### src/rtl/imm_encoder_pipe.sv
// Two-stage RV32I immediate encoder: scatters a signed immediate into an instruction template
// and flags values that the selected immediate format cannot represent.
module imm_encoder_pipe #(
    parameter int CNT_W = 16
) (
    input  logic             i_clk,
    input  logic             i_rst_n,
    input  logic             i_valid,
    output logic             o_ready,
    input  logic [31:0]      i_inst,
    input  logic [2:0]       i_imm_type,
    input  logic [31:0]      i_imm,
    output logic             o_valid,
    input  logic             i_ready,
    output logic [31:0]      o_inst,
    output logic             o_err,
    input  logic             i_clr,
    output logic [CNT_W-1:0] o_err_cnt
);

    localparam logic [2:0] IMM_TYPE_I = 3'd0;
    localparam logic [2:0] IMM_TYPE_S = 3'd1;
    localparam logic [2:0] IMM_TYPE_B = 3'd2;
    localparam logic [2:0] IMM_TYPE_U = 3'd3;
    localparam logic [2:0] IMM_TYPE_J = 3'd4;

    // Returns 1 when imm cannot be encoded for this type, or the type code is unknown.
    function automatic logic imm_out_of_range(input logic [2:0] imm_type,
                                              input logic signed [31:0] imm);
        logic err;
        err = 1'b0;
        case (imm_type)
            IMM_TYPE_I, IMM_TYPE_S:
                err = (imm < -32'sd2048) || (imm > 32'sd2047);
            IMM_TYPE_B:
                err = (imm < -32'sd4096) || (imm > 32'sd4094) || imm[0];
            IMM_TYPE_U:
                err = (imm[11:0] != 12'd0);
            IMM_TYPE_J:
                err = (imm < -32'sd1048576) || (imm > 32'sd1048574) || imm[0];
            default:
                err = 1'b1;
        endcase
        return err;
    endfunction

    // Overwrites the immediate field of the template; out-of-range values are truncated.
    function automatic logic [31:0] pack_imm(input logic [2:0]  imm_type,
                                             input logic [31:0] inst,
                                             input logic signed [31:0] imm);
        logic [31:0] res;
        res = inst;
        case (imm_type)
            IMM_TYPE_I: begin
                res[31:20] = imm[11:0];
            end
            IMM_TYPE_S: begin
                res[31:25] = imm[11:5];
                res[11:7]  = imm[4:0];
            end
            IMM_TYPE_B: begin
                res[31]    = imm[12];
                res[30:25] = imm[10:5];
                res[11:8]  = imm[4:1];
                res[7]     = imm[11];
            end
            IMM_TYPE_U: begin
                res[31:12] = imm[31:12];
            end
            IMM_TYPE_J: begin
                res[31]    = imm[20];
                res[30:21] = imm[10:1];
                res[20]    = imm[11];
                res[19:12] = imm[19:12];
            end
            default: begin
                res = inst;
            end
        endcase
        return res;
    endfunction

    function automatic logic [CNT_W-1:0] sat_inc(input logic [CNT_W-1:0] cnt);
        logic [CNT_W-1:0] res;
        if (&cnt) begin
            res = cnt;
        end else begin
            res = cnt + 1'b1;
        end
        return res;
    endfunction

    logic                vld_p1;
    logic [31:0]         inst_p1;
    logic [2:0]          type_p1;
    logic signed [31:0]  imm_p1;
    logic                err_p1;

    logic                vld_p2;
    logic [31:0]         inst_p2;
    logic                err_p2;
    logic [CNT_W-1:0]    err_cnt;

    logic                in_xfer;
    logic                out_xfer;
    logic                adv_p2;

    assign out_xfer = vld_p2 && i_ready;
    assign adv_p2   = vld_p1 && (!vld_p2 || i_ready);
    // No skid buffer: input readiness depends combinationally on downstream i_ready.
    assign o_ready  = !vld_p1 || adv_p2;
    assign in_xfer  = i_valid && o_ready;

    // ---- Stage 1: capture template, type, immediate and range-check result ----
    always_ff @(posedge i_clk or negedge i_rst_n) begin
        if (!i_rst_n) begin
            vld_p1 <= 1'b0;
        end else if (in_xfer) begin
            vld_p1 <= 1'b1;
        end else if (adv_p2) begin
            vld_p1 <= 1'b0;
        end
    end

    always_ff @(posedge i_clk) begin
        if (in_xfer) begin
            inst_p1 <= i_inst;
            type_p1 <= i_imm_type;
            imm_p1  <= i_imm;
            err_p1  <= imm_out_of_range(i_imm_type, i_imm);
        end
    end

    // ---- Stage 2: merged instruction and error flag, held while stalled ----
    always_ff @(posedge i_clk or negedge i_rst_n) begin
        if (!i_rst_n) begin
            vld_p2  <= 1'b0;
            inst_p2 <= 32'd0;
            err_p2  <= 1'b0;
        end else if (adv_p2) begin
            vld_p2  <= 1'b1;
            inst_p2 <= pack_imm(type_p1, inst_p1, imm_p1);
            err_p2  <= err_p1;
        end else if (out_xfer) begin
            vld_p2  <= 1'b0;
        end
    end

    always_ff @(posedge i_clk or negedge i_rst_n) begin
        if (!i_rst_n) begin
            err_cnt <= '0;
        end else if (i_clr) begin
            err_cnt <= '0;
        end else if (out_xfer && err_p2) begin
            err_cnt <= sat_inc(err_cnt);
        end
    end

    assign o_valid   = vld_p2;
    assign o_inst    = inst_p2;
    assign o_err     = err_p2;
    assign o_err_cnt = err_cnt;

endmodule
### config.mk
export PLATFORM = sky130hd
export DESIGN_NAME = imm_encoder_pipe
export DESIGN_NICKNAME = d
export VERILOG_FILES = /design/src/rtl/imm_encoder_pipe.sv
export SDC_FILE = /design/constraint.sdc
export NUM_CORES = 1
export LEC_CHECK = 0
export CAP_MARGIN = 30
export CORE_MARGIN = 4
export CORE_UTILIZATION = 49
export DETAILED_ROUTE_END_ITERATION = 12
export PLACE_DENSITY = 0.79
export SYNTH_ARGS = -nofsm -noshare
export SYNTH_HDL_FRONTEND = slang
export SYNTH_SLANG_ARGS = --single-unit
### constraint.sdc
create_clock -name i_clk -period 3.5 [get_ports i_clk]
set_input_delay 0.7 -clock i_clk [delete_from_list [all_inputs] [get_ports i_clk]]
set_output_delay 0.7 -clock i_clk [all_outputs]
set_load 0.02 [all_outputs]
==> results of run 1 <==
[metrics by stage]
stage / worst slack [ns] / hold WS [ns] / std cells
finish: 0.802 / 0.200 / 639
global placement: 0.826 / 0.457 / 607
CTS: 0.791 / 0.191 / 639
floorplan: 0.468 / 0.404 / 362
detailed placement: 0.711 / 0.466 / 607
global route: 0.760 / 0.229 / 639
[worst max-delay path, cell delays in order]
cell and delay (ns):
sky130_fd_sc_hd__clkdlybuf4s50_1 0.53, sky130_fd_sc_hd__nand3b_1 0.16, sky130_fd_sc_hd__clkdlybuf4s50_1 0.61
[state kept, by name, summed over array words and instances, names as in the netlist]
name       cells
vld_p1         1
type_p1        3
imm_p1        32
o_valid        1
err_p1         1
o_err_cnt     16
o_inst        32
o_err          1
inst_p1       32
[area by class of cell]
class                   count  share of cell area (%)
clock buffers              25                    7.08
clock inverters             7                    2.05
inverters                   3                   0.165
multi-input cells         226                    21.4
flip-flops and latches    119                    48.5
well taps                 133                    2.43
repair buffers            126                    18.4
[kinds of logic after synthesis]
| kind of cell | share of synthesized area (%) |
|---|---|
| xor+xnor | 2.16 |
| buf+inv | 1.65 |
| simple gates | 13.2 |
| compound gates | 7.68 |
| fa+ha+maj | 0.258 |
| flops | 68.3 |
| mux | 6.70 |
[per-layer routing]
| layer | wire [um] | GRT usage [%] | vias to the layer above | share of wire [%] |
|---|---|---|---|---|
| li1 | - | - | 1612 | - |
| met1 | 4660 | 25.7 | 1571 | 44 |
| met2 | 5140 | 30.2 | 124 | 49 |
| met3 | 669 | 6.24 | 6 | 6.3 |
| met4 | 78 | 6.94 | 0 | 0.74 |
| met5 | 0 | 0 | - | 0 |
[synth_stat cells (all sizes together) (2+ instances only)]
cell | n | area share, %
buf | 7 | 0.88
xor2 | 12 | 2.2
nand4 | 12 | 2.2
mux2i | 19 | 3.9
and3 | 6 | 0.77
o31ai | 6 | 0.93
mux2 | 12 | 2.8
inv | 3 | 0.23
nor4 | 7 | 0.90
nand2 | 34 | 2.6
edfxtp | 68 | 42
and2 | 2 | 0.31
nand2b | 5 | 0.70
clkbuf | 7 | 0.54
o2111ai | 2 | 0.36
o21ai | 27 | 2.9
nor3b | 2 | 0.31
dfrtp | 51 | 26
a21oi | 12 | 1.2
nor3 | 6 | 1.2
o22ai | 7 | 0.90
nor2 | 33 | 2.6
nand3 | 9 | 1.0
[report_power, final]
part	leakage, nW	internal [mW]	switching, mW
Sequential	1.29	1.63	0.0755
Clock	0.299	1.23	0.566
Combinational	1.09	0.279	0.282
Total	2.68	3.14	0.924
[cell usage in the layout (no fill, tap or decap), types with 8 or more instances in the layout]
master | synthesis | final
sky130_fd_sc_hd__nand3_1 | 8 | 8
sky130_fd_sc_hd__clkdlybuf4s50_1 | 0 | 121
sky130_fd_sc_hd__o21ai_1 | 11 | 11
sky130_fd_sc_hd__dfrtp_1 | 51 | 51
sky130_fd_sc_hd__nor2_1 | 33 | 33
sky130_fd_sc_hd__xor2_1 | 12 | 12
sky130_fd_sc_hd__edfxtp_1 | 68 | 68
sky130_fd_sc_hd__o21ai_0 | 15 | 15
sky130_fd_sc_hd__mux2_2 | 12 | 12
sky130_fd_sc_hd__nand4_1 | 10 | 10
sky130_fd_sc_hd__a21oi_1 | 12 | 12
sky130_fd_sc_hd__nand2_1 | 34 | 33
sky130_fd_sc_hd__mux2i_1 | 19 | 19
sky130_fd_sc_hd__clkbuf_16 | 0 | 16
[worst max-delay path by stage]
stage              from               end  slack (ns)  cells after the start
3_3_place_gp   i_imm[7]  err_p1$_DFFE_PP_        0.83                      6
3_5_place_dp   i_imm[7]  err_p1$_DFFE_PP_        0.71                      6
2_1_floorplan   i_ready  err_p1$_DFFE_PP_        0.47                      2
6_report        i_ready           o_ready        0.80                      3
5_1_grt         i_ready           o_ready        0.76                      3
4_1_cts         i_ready           o_ready        0.79                      3
==> results_dict.tcl, run 1 <==
set metrics [dict create \
    cts_num_sinks 119 \
    floorplan.core_area_sq_mm 0.00973 \
    boundaryPins 123 \
    ys_seq_elements 119 \
    critPathLaunchType "input port" \
    fillCellCount 698 \
    layout.core_utilization_pct 70.3 \
    detailed_place_hpwl_mm 7.74 \
    drt_pre_antenna_iters 4 \
    synth_ff_type "sky130_fd_sc_hd__edfxtp_1" \
    globalRoute.totalOverflow 0 \
    fp.dieArea_sq_mm 0.0116 \
    vias_per_cell 5.18 \
    timing.max_slew.rel_slack_pct 53.2 \
    synth.avg_cell_area_sq_um 13.4 \
    cts.hold.buffers_added 0 \
    drive_gt1_share_pct 11.5 \
    synth_nets 435 \
    vdd_drop_max_mv 0.324 \
    multiInputGateArea_sq_mm 0.00146 \
    number_of_drc_markers_in_iteration_0 159 \
    worstPathMaxFanout 4 \
    synth_cell_types 47 \
    skew_ns 0.0101 \
    drv_cap 0 \
    setup_violations 0 \
    regToRegStartpoint "type_p1[1]$_DFFE_PP_" \
    fp.dieW_um 108 \
    max_freq_mhz 371 \
    cts_inserted_buffers 17 \
    placement.cell_area_sq_mm 0.00622 \
    totalNegativeSetupSlack_ns 0 \
    final_period_demand_of_the_worst_path_ns 2.70 \
    rows 36 \
    reg2reg_slack_ns 1.48 \
    setup.worst_path.end_class "primary output" \
    routed_wl_mm 10.6 \
    layout.nets 566 \
    result_of_the_run "completed" \
    drc_errors 0 \
    slew_viol_final 0 \
    crit_required_ns 2.80 \
    max_slew.worst_pin.slew_ns 0.699 \
    cellLeakagePower_nw 2.68 \
    syn-instance-count 362 \
    gp_congestion 0.825 \
    cts-resized-gates 0 \
    areaGrowthSynthToFinish_pct 40.9 \
    clock_latency_ns 0.51 \
    ant_nets 0 \
    power_density_mw_per_mm2 594 \
    num_antenna_cells 0 \
    synth_sequential_area_ratio_pct 68.3 \
    worst-setup-path-type "input port to primary output" \
    cp.arrival_ns 2.00 \
    timing.final.hold_violations 0 \
    holdCritPathClass "input port to async pin" \
    post-cts-setup-buffer-count 0 \
    grt_first_pass_wirelength_mm 17.1 \
    post-route-period-util_pct 77.1 \
    io_buffer_count 122 \
    rr_endpoint "o_inst[13]$_DFFE_PN0P_" \
    largest_net_degree_at_the_start_of_global_routing 69 \
    number_of_h_tree_levels 4 \
    grt_antenna_before_repair 0 \
    layout.cell_area.non_filler_sq_mm 0.00684 \
    tritoncts "built" \
    first_global_vias 3407 \
    clock_tree.buffer_depth 2 \
    via_count 3313 \
    rsz0062_at_grt "false" \
    cts_root_buf "sky130_fd_sc_hd__clkbuf_8" \
    floorplan.initialDensity_pct 49.9 \
    synth_edf_count 68 \
    asr_flop_ratio_synth_pct 42.9 \
    post_synth_instance_area_sq_mm 0.00486 \
    clkSlewWorstSetupHoldPaths_ns 0.05 \
    wl_per_cell_um 16.5 \
    design_power_total_mw 4.06 \
    die_y_um 108 \
    grt.total_usage_pct 19.4 \
    flip_flop_and_latch_area_sq_mm 0.00332 \
    synth.yosys.warnings 0 \
    r2r_cells 6 \
]
Note: power is estimated with default switching activity, not from simulation.
==> run 2: changes to the inputs <==
==> constraint.sdc (replaced) <==
create_clock -name i_clk -period 2.8 [get_ports i_clk]
set_input_delay 0.56 -clock i_clk [delete_from_list [all_inputs] [get_ports i_clk]]
set_output_delay 0.56 -clock i_clk [all_outputs]
set_load 0.02 [all_outputs]
==> run 2 against run 1 <==
Against the previous run: flip-flop and latch count did not move; sequential power increased by 25%; cell count unchanged; die area unchanged; register-to-register slack got worse by 0.75 ns; critical path depth is the same; via count rose by 2.7%; first-iteration DRC count grew 20%; final area about the same; global-route usage increased by 0.16 points; total power is 24% higher; clock power grew 23%; critical endpoint unchanged; highest routed layer unchanged.
==> results_dict.tcl, run 2 (synthesis gave the netlist of run 1 again) <==
set metrics [dict create \
    result_of_the_run "completed" \
    cts-resized-gates 0 \
    detailed_place_hpwl_mm 7.69 \
    crit_path_max_incr_delay_ns 0.63 \
    rr_endpoint "o_inst[13]$_DFFE_PN0P_" \
    routed_wl_mm 10.8 \
    timing.final.ws_setup_ns 0.357 \
    worstPathMaxFanout 4 \
    number_of_drc_markers_in_iteration_0 191 \
    cts.hold.buffers_added 0 \
    areaGrowthSynthToFinish_pct 40.9 \
    layout.nets 566 \
    totalNegativeSetupSlack_ns 0 \
    reg2reg_slack_ns 0.73 \
    setup.worst_path.end_class "primary output" \
    drc_errors 0 \
    max_freq_mhz 409 \
    cts_num_sinks 119 \
    floorplan.initialDensity_pct 49.9 \
    mostFrequentLayoutCells "121 x sky130_fd_sc_hd__clkdlybuf4s50_1, 68 x sky130_fd_sc_hd__edfxtp_1, 51 x sky130_fd_sc_hd__dfrtp_1, 33 x sky130_fd_sc_hd__nor2_1, 33 x sky130_fd_sc_hd__nand2_1" \
    drive_gt1_share_pct 11.9 \
    critPathLaunchType "input port" \
    tritoncts "built" \
    slew_viol_final 0 \
    vias_per_cell 5.33 \
    crit_top_cell "sky130_fd_sc_hd__clkdlybuf4s50_1" \
    r2r_cells 6 \
    placement.cell_area_sq_mm 0.00623 \
    cp.arrival_ns 1.88 \
    timing.final.hold_violations 0 \
    fp.dieW_um 108 \
    rows 36 \
    die_y_um 108 \
    max_slew.worst_pin.slew_ns 0.757 \
    timing.max_slew.rel_slack_pct 49.6 \
    vdd_drop_max_mv 0.423 \
    cts_root_buf "sky130_fd_sc_hd__clkbuf_8" \
    cts_inserted_buffers 17 \
    via_count 3404 \
    gp_congestion 0.809 \
    worst_path_max_delay_cell "sky130_fd_sc_hd__clkdlybuf4s50_1" \
    clock_latency_ns 0.50 \
    post-cts-setup-buffer-count 0 \
    grt_first_pass_wirelength_mm 17.4 \
    mostFrequentLayoutCell "sky130_fd_sc_hd__clkdlybuf4s50_1" \
    globalRoute.totalOverflow 0 \
    number_of_h_tree_levels 4 \
    crit_required_ns 2.24 \
    worstPathCellList "clkdlybuf4s50_1, nand3b_1, clkdlybuf4s50_1" \
    io_buffer_count 122 \
    post-route-period-util_pct 87.3 \
    timing.hold.ws_ns 0.130 \
    worst-setup-path-type "input port to primary output" \
    first_global_vias 3518 \
    clock_tree.buffer_depth 2 \
    cpLargestDelayFamily "buffers and inverters" \
    final_period_demand_of_the_worst_path_ns 2.44 \
    drv_cap 0 \
    setup_violations 0 \
    power_density_mw_per_mm2 738 \
    floorplan.core_area_sq_mm 0.00973 \
    cp.buffers_inverters 2 \
    wl_per_cell_um 17.0 \
    rsz0062_at_grt "false" \
    num_antenna_cells 0 \
    grt_antenna_before_repair 0 \
    cellLeakagePower_nw 2.70 \
    fillCellCount 698 \
    fp.dieArea_sq_mm 0.0116 \
    boundaryPins 123 \
    ant_nets 0 \
    skew_ns 0.00614 \
    clkSlewWorstSetupHoldPaths_ns 0.05 \
    holdCritPathClass "input port to async pin" \
    pre_cts_ws_ns 0.221 \
    layout.cell_area.non_filler_sq_mm 0.00684 \
    largest_net_degree_at_the_start_of_global_routing 69 \
    regToRegStartpoint "type_p1[1]$_DFFE_PP_" \
    drt_pre_antenna_iters 5 \
    grt.total_usage_pct 19.6 \
]
run 2: worst max path at each step:
stage | start | to | slack (ns) | cells after the start
finish | i_ready | o_ready | 0.36 | 3
floorplan | i_ready | err_p1$_DFFE_PP_ | 0.64 | 2
CTS | i_ready | o_ready | 0.35 | 3
global route | i_ready | o_ready | 0.32 | 3
detailed placement | i_imm[7] | err_p1$_DFFE_PP_ | 0.22 | 6
global placement | i_imm[7] | err_p1$_DFFE_PP_ | 0.28 | 6
run 2: final cells by class:
type                       instances  area (sq um)  share of cell area [%]
clock buffer                      22           463                    6.77
sequential                       119          3320                    48.5
timing repair buffer             126          1270                    18.6
inverter                           3          11.3                   0.165
multi-input combinational        226          1460                    21.4
clock inverter                    10           150                    2.19
tap                              133           166                    2.43
run 2: power by group:
group / internal [mW] / switching (mW)
combinational: 0.353 / 0.356
clock: 1.51 / 0.710
sequential: 2.03 / 0.0944
total: 3.89 / 1.16
run 2: layer usage:
| layer | GRT usage [%] | share of wire, % |
|---|---|---|
| met5 | 0 | 0 |
| met3 | 5.70 | 6.3 |
| met4 | 7.75 | 1.6 |
| met1 | 24.6 | 42 |
| met2 | 31.9 | 50 |
run 2: per-stage QoR:
step	total power, mW	std cells	utilization (%)
floorplan	2.46	362	-
global placement	2.85	607	64.0
detailed placement	2.87	607	64.0
CTS	5.09	639	70.3
global route	5.25	639	70.3
finish	5.05	639	70.3
